--- config.mk ---
export PLATFORM = sky130hd
export DESIGN_NAME = id_ex_stage
export DESIGN_NICKNAME = d
export VERILOG_FILES = /design/src/rtl/rv_pkg.sv /design/src/rtl/hazard_detect.sv /design/src/rtl/id_ex_stage.sv
export SDC_FILE = /design/constraint.sdc
export NUM_CORES = 1
export LEC_CHECK = 0
export BUFFER_PORTS_ARGS = -buffer_cell sky130_fd_sc_hd__buf_4
export CORE_ASPECT_RATIO = 0.8
export CORE_MARGIN = 2
export CORE_UTILIZATION = 25
export DETAILED_ROUTE_END_ITERATION = 8
export MAX_ROUTING_LAYER = met4
export REMOVE_ABC_BUFFERS = 1
export SYNTH_ARGS = -nofsm -noshare
export SYNTH_HDL_FRONTEND = slang
export SYNTH_SLANG_ARGS = --single-unit
export TNS_END_PERCENT = 10
--- constraint.sdc ---
create_clock -name clk -period 2.58 [get_ports clk]
set_input_delay 0.258 -clock clk [delete_from_list [all_inputs] [get_ports clk]]
set_output_delay 0.258 -clock clk [all_outputs]
set_load 0.02 [all_outputs]
--- src/rtl/rv_pkg.sv ---
// Shared RV32I definitions: opcodes, ALUOp encodings and the decoded control word.
package rv_pkg;

  localparam logic [6:0] OP_R      = 7'b0110011;
  localparam logic [6:0] OP_I      = 7'b0010011;
  localparam logic [6:0] OP_LOAD   = 7'b0000011;
  localparam logic [6:0] OP_STORE  = 7'b0100011;
  localparam logic [6:0] OP_BRANCH = 7'b1100011;
  localparam logic [6:0] OP_JAL    = 7'b1101111;
  localparam logic [6:0] OP_JALR   = 7'b1100111;
  localparam logic [6:0] OP_LUI    = 7'b0110111;
  localparam logic [6:0] OP_AUIPC  = 7'b0010111;

  localparam logic [1:0] ALUOP_ADD    = 2'b00;
  localparam logic [1:0] ALUOP_BRANCH = 2'b01;
  localparam logic [1:0] ALUOP_FUNCT  = 2'b10;

  typedef struct packed {
    logic       jump;
    logic       alu_src;
    logic       mem_to_reg;
    logic       mem_read;
    logic       mem_write;
    logic       branch;
    logic       reg_write;
    logic [1:0] alu_op;
  } ctrl_t;

  localparam ctrl_t CTRL_BUBBLE = '{jump: 1'b0, alu_src: 1'b0, mem_to_reg: 1'b0,
                                    mem_read: 1'b0, mem_write: 1'b0, branch: 1'b0,
                                    reg_write: 1'b0, alu_op: ALUOP_ADD};

endpackage

--- src/rtl/hazard_detect.sv ---
// Load-use hazard detector: flags an ID instruction that reads the register a load in EX writes.
module hazard_detect
  import rv_pkg::*;
(
  input  logic       ex_valid,
  input  logic       ex_mem_read,
  input  logic [4:0] ex_rd,
  input  logic       id_valid,
  input  logic [6:0] id_opcode,
  input  logic [4:0] id_rs1,
  input  logic [4:0] id_rs2,
  input  logic       ex_flush,
  output logic       uses_rs1,
  output logic       uses_rs2,
  output logic       hazard
);

  // rs fields of instructions that do not read them are ignored to avoid false stalls
  assign uses_rs1 = !((id_opcode == OP_JAL) || (id_opcode == OP_LUI) ||
                      (id_opcode == OP_AUIPC));
  assign uses_rs2 = (id_opcode == OP_R) || (id_opcode == OP_STORE) ||
                    (id_opcode == OP_BRANCH);

  assign hazard = ex_valid && ex_mem_read && (ex_rd != 5'd0) && id_valid &&
                  ((uses_rs1 && (ex_rd == id_rs1)) || (uses_rs2 && (ex_rd == id_rs2))) &&
                  !ex_flush;

endmodule

--- src/rtl/id_ex_stage.sv ---
// ID/EX pipeline register with load-use stall, EX flush handling and a stall counter.
module id_ex_stage
  import rv_pkg::*;
#(
  parameter int XLEN = 32
) (
  input  logic            clk,
  input  logic            rst_n,
  input  logic            id_valid,
  input  logic [6:0]      id_opcode,
  input  logic            id_jump,
  input  logic            id_alu_src,
  input  logic            id_mem_to_reg,
  input  logic            id_mem_read,
  input  logic            id_mem_write,
  input  logic            id_branch,
  input  logic            id_reg_write,
  input  logic [1:0]      id_alu_op,
  input  logic [XLEN-1:0] id_pc,
  input  logic [XLEN-1:0] id_rs1_data,
  input  logic [XLEN-1:0] id_rs2_data,
  input  logic [XLEN-1:0] id_imm,
  input  logic [4:0]      id_rs1,
  input  logic [4:0]      id_rs2,
  input  logic [4:0]      id_rd,
  input  logic [2:0]      id_funct3,
  input  logic            id_funct7b5,
  input  logic            ex_flush,
  output logic            ex_valid,
  output logic [6:0]      ex_opcode,
  output logic            ex_jump,
  output logic            ex_alu_src,
  output logic            ex_mem_to_reg,
  output logic            ex_mem_read,
  output logic            ex_mem_write,
  output logic            ex_branch,
  output logic            ex_reg_write,
  output logic [1:0]      ex_alu_op,
  output logic [XLEN-1:0] ex_pc,
  output logic [XLEN-1:0] ex_rs1_data,
  output logic [XLEN-1:0] ex_rs2_data,
  output logic [XLEN-1:0] ex_imm,
  output logic [4:0]      ex_rs1,
  output logic [4:0]      ex_rs2,
  output logic [4:0]      ex_rd,
  output logic [2:0]      ex_funct3,
  output logic            ex_funct7b5,
  output logic            pc_write,
  output logic            if_id_write,
  output logic [31:0]     stall_count
);

  function automatic logic [31:0] sat_inc(input logic [31:0] v);
    return (v == 32'hFFFF_FFFF) ? v : v + 32'd1;
  endfunction

  ctrl_t            ctrl_p0;
  ctrl_t            ctrl_id;
  logic             vld_p0;
  logic [6:0]       opcode_p0;
  logic [XLEN-1:0]  pc_p0, rs1_data_p0, rs2_data_p0, imm_p0;
  logic [4:0]       rs1_p0, rs2_p0, rd_p0;
  logic [2:0]       funct3_p0;
  logic             funct7b5_p0;
  logic [31:0]      stall_cnt;
  logic             uses_rs1, uses_rs2, hazard;

  assign ctrl_id = '{jump: id_jump, alu_src: id_alu_src, mem_to_reg: id_mem_to_reg,
                     mem_read: id_mem_read, mem_write: id_mem_write, branch: id_branch,
                     reg_write: id_reg_write, alu_op: id_alu_op};

  hazard_detect u_hazard (
    .ex_valid    (vld_p0),
    .ex_mem_read (ctrl_p0.mem_read),
    .ex_rd       (rd_p0),
    .id_valid    (id_valid),
    .id_opcode   (id_opcode),
    .id_rs1      (id_rs1),
    .id_rs2      (id_rs2),
    .ex_flush    (ex_flush),
    .uses_rs1    (uses_rs1),
    .uses_rs2    (uses_rs2),
    .hazard      (hazard)
  );

  assign pc_write    = !hazard;
  assign if_id_write = !hazard;

  // ID -> EX boundary; bubbles clear control only and leave the data fields as they were
  always_ff @(posedge clk or negedge rst_n) begin
    if (!rst_n) begin
      vld_p0      <= 1'b0;
      ctrl_p0     <= CTRL_BUBBLE;
      opcode_p0   <= '0;
      pc_p0       <= '0;
      rs1_data_p0 <= '0;
      rs2_data_p0 <= '0;
      imm_p0      <= '0;
      rs1_p0      <= '0;
      rs2_p0      <= '0;
      rd_p0       <= '0;
      funct3_p0   <= '0;
      funct7b5_p0 <= 1'b0;
    end else if (ex_flush || hazard) begin
      vld_p0  <= 1'b0;
      ctrl_p0 <= CTRL_BUBBLE;
    end else begin
      vld_p0      <= id_valid;
      ctrl_p0     <= ctrl_id;
      opcode_p0   <= id_opcode;
      pc_p0       <= id_pc;
      rs1_data_p0 <= id_rs1_data;
      rs2_data_p0 <= id_rs2_data;
      imm_p0      <= id_imm;
      rs1_p0      <= id_rs1;
      rs2_p0      <= id_rs2;
      rd_p0       <= id_rd;
      funct3_p0   <= id_funct3;
      funct7b5_p0 <= id_funct7b5;
    end
  end

  always_ff @(posedge clk or negedge rst_n) begin
    if (!rst_n)      stall_cnt <= '0;
    else if (hazard) stall_cnt <= sat_inc(stall_cnt);
  end

  assign ex_valid      = vld_p0;
  assign ex_opcode     = opcode_p0;
  assign ex_jump       = ctrl_p0.jump;
  assign ex_alu_src    = ctrl_p0.alu_src;
  assign ex_mem_to_reg = ctrl_p0.mem_to_reg;
  assign ex_mem_read   = ctrl_p0.mem_read;
  assign ex_mem_write  = ctrl_p0.mem_write;
  assign ex_branch     = ctrl_p0.branch;
  assign ex_reg_write  = ctrl_p0.reg_write;
  assign ex_alu_op     = ctrl_p0.alu_op;
  assign ex_pc         = pc_p0;
  assign ex_rs1_data   = rs1_data_p0;
  assign ex_rs2_data   = rs2_data_p0;
  assign ex_imm        = imm_p0;
  assign ex_rs1        = rs1_p0;
  assign ex_rs2        = rs2_p0;
  assign ex_rd         = rd_p0;
  assign ex_funct3     = funct3_p0;
  assign ex_funct7b5   = funct7b5_p0;
  assign stall_count   = stall_cnt;

  // uses_rs1/uses_rs2 are exposed by the detector for debug visibility only
  logic unused_uses;
  assign unused_uses = uses_rs1 ^ uses_rs2;

endmodule

==> impl_metrics.toml <==
[place]
dp_cells = 1291
gp_congestion = 0.795
placed_area_sq_mm = 0.0112
dp_hpwl_um = 17200
io_buffers = 364

[clock_network]
htreeDepth = 4
clockRootBuffer = "clkbuf_16"
insertion_delay_ns = 0.44
clkSinkCount = 196
cts_tree = "done"
cts.clk_slew.worst_paths_ns = 0.09
clockBufferDepth = 2
numCtsBuffers = 17

[global_routing]
met2_usage_pct = 22.4
grt_usage_pct = 14.0
grt.overflow.total = 0
grt_pass1_wl_um = 34400
grt_antenna_before_repair = 0
busiest_layer = "met2"
grt_use_met1_pct = 17.2
grt_max_degree = 83
grt_pass1_vias = 5816
grt_use_met3_pct = 4.46

[logic_synthesis]
avgSynthCellArea_sq_um = 15.2
synthCells = 516
synth_cell_types = 28
yosysWarnings = 0
synth_area_sq_mm = 0.00784
ys_seq_area_share_pct = 62.5
ys_ff_latch = 196

[critical_path]
worstSetupPathType = "reg2reg"
crit_required_ns = 2.90
reg2reg_from = "ex_rd[3]"
crit_chain = "or4_4 -> o2111ai_4 -> or4_4 -> nand2_1 -> nor2_4 -> buf_12 -> buf_8 -> buf_4 -> mux2_1"
cp_data_arrival_time_ns = 2.85
cpMaxStageDelayCell = "or4_4"
path_common_cell = "or4_4"
worst_path_largest_cell_delay_ns = 0.55
worst_r2r_endpoint = "ex_opcode[0]"
start_kind = "flip-flop"
cp-end-kind = "flip-flop"
r2r_slack_ns = 0.05
crit_path_max_fanout = 8
critPathLaunch = "ex_rd[3]"
reg2reg_depth = 9

[timing]
fin_crit_sh_pct = 97.9
fmax_mhz = 396
setup_viol = 0
slew_headroom_pct = 66.2
period_needed_ns = 2.53
rsz0062_at_grt = "yes"
maxSlewViolCount = 0
tightest_slew_ns = 0.507
finalHoldViolCount = 0
skew_ns = 0.0154

[cells_and_area]
drive_above_1_share_pct = 48.4
final_common_cell = "buf_4"
final_cells = 1357
layout_common_cells = "buf_4 (393), dfrtp_1 (194), mux2_1 (153)"
fin_area_sq_mm = 0.0122
nNetsFinal = 1099
area_growth_pct = 55.5
final_util_pct = 39.9
antenna_cells = 0

[worst_hold_path]
hp-start = "id_pc[14]"
hold_class = "in2reg"
whs_path_depth = 2
min_to = "ex_pc[14]"

[power_and_ir_drop]
power_density_mw_per_mm2 = 629
ir_worst_vdd_mv = 0.409
p_total_w = 0.00767
leakagePower_nw = 5.72

[drt]
wl_um = 22900
vias_per_cell = 4.20
vias = 5702
post-route-drc-count = 0
drt.antenna.violating_nets = 0
dr.pass1.iters = 4
wl_per_cell_um = 16.9
drt-initial-drc-count = 160

[floorplan]
die-height_um = 162
start_util_pct = 25.6
io_pins = 365
dieArea_sq_mm = 0.0328
rows = 57
die_w_um = 202
core_area_sq_mm = 0.0306

[run]
cap_violations = 0

[status]
outcome = "complete, no violations"
Yosys cell counts (all sizes together):
master   instances  area share (%)
a221oi           1            0.34
a31oi            1           0.080
and2            12            0.96
and3            10            0.80
and4             3            0.34
buf             22             2.9
clkbuf           2           0.096
dfrtp          196              63
ha               1            0.16
mux2           155              22
nand2           17            0.81
nand3           20             1.3
nand4           13             1.0
nand4b           1            0.11
nor2             7            0.34
nor2b            1           0.080
nor3             6            0.38
nor3b            1           0.096
nor4             1            0.27
o2111ai          2            0.22
or3              1           0.080
or4              2            0.24
xnor2           35             3.9
xor2             6            0.67
worst max path at each step:
stage / end / slack, ns / cells past startpoint
6_report: ex_opcode[0] / 0.05 / 9
3_5_place_dp: ex_rs2_data[28] / 0.01 / 8
4_1_cts: ex_rs2_data[28] / 0.05 / 8
5_1_grt: ex_imm[12] / -0.02 / 8
3_3_place_gp: ex_imm[24] / 0.07 / 8
2_1_floorplan: ex_funct3[0] / -6.51 / 6
metal layers:
layer  wire [um]  share of wire, %  vias to the layer above
met3        1710               7.4                       21
met2       11200                49                      215
met1        9740                42                     2819
met5           0                 0                        -
li1            -                 -                     2647
met4         289               1.3                        0
power breakdown:
part           internal (W)  switching [W]  leakage, nW
combinational      0.000726       0.000716         3.06
sequential          0.00332       0.000135         2.37
clock               0.00140        0.00138        0.290
layout make-up:
cell class	count	area, sq um
well taps	413	517
multi-input cells	296	2760
clock inverters	15	180
repair buffers	420	3410
clock buffers	17	425
fillers	2933	18400
flip-flops and latches	196	4910
cell families (layout without fill, tap and decap cells):
kind of cell	after synthesis	after routing	share of synthesized area [%]
buffers and inverters	24	452	3.03
DFF	196	196	62.5
muxes	155	155	22.3
xor gates and xnor gates	41	41	4.58
and+or+nand+nor	95	95	6.81
adders and majority gates	1	1	0.159
AOI/OAI and AO/OA	4	4	0.638
what timing repair did:
action	4_1_cts	5_1_grt
gates cloned	0	3
endpoints found under the setup margin	1	102
hold endpoints to repair	61	5
buffers inserted	0	23
pin swaps	0	8
hold buffers	3	5
gates resized for setup	1	13
worst max-delay path: cells and delay by family, from the launching register on:
family	cells	cell delay [ns]
AOI/OAI and AO/OA	1	0.23
and+or+nand+nor	4	1.00
DFF	1	0.45
muxes	1	0.31
buffers and inverters	3	0.42
through the flow:
stage                     worst slack [ns]  setup TNS (ns)  hold WS (ns)
final                               0.0545               0        0.0242
after CTS                           0.0475               0       0.00103
after global placement              0.0749               0         0.288
after floorplan                      -6.51        -1067.12       -0.0376
after global routing               -0.0208          -0.203    0.00000669
after detailed placement            0.0139               0         0.286
Note: power is estimated with default switching activity, not from simulation.
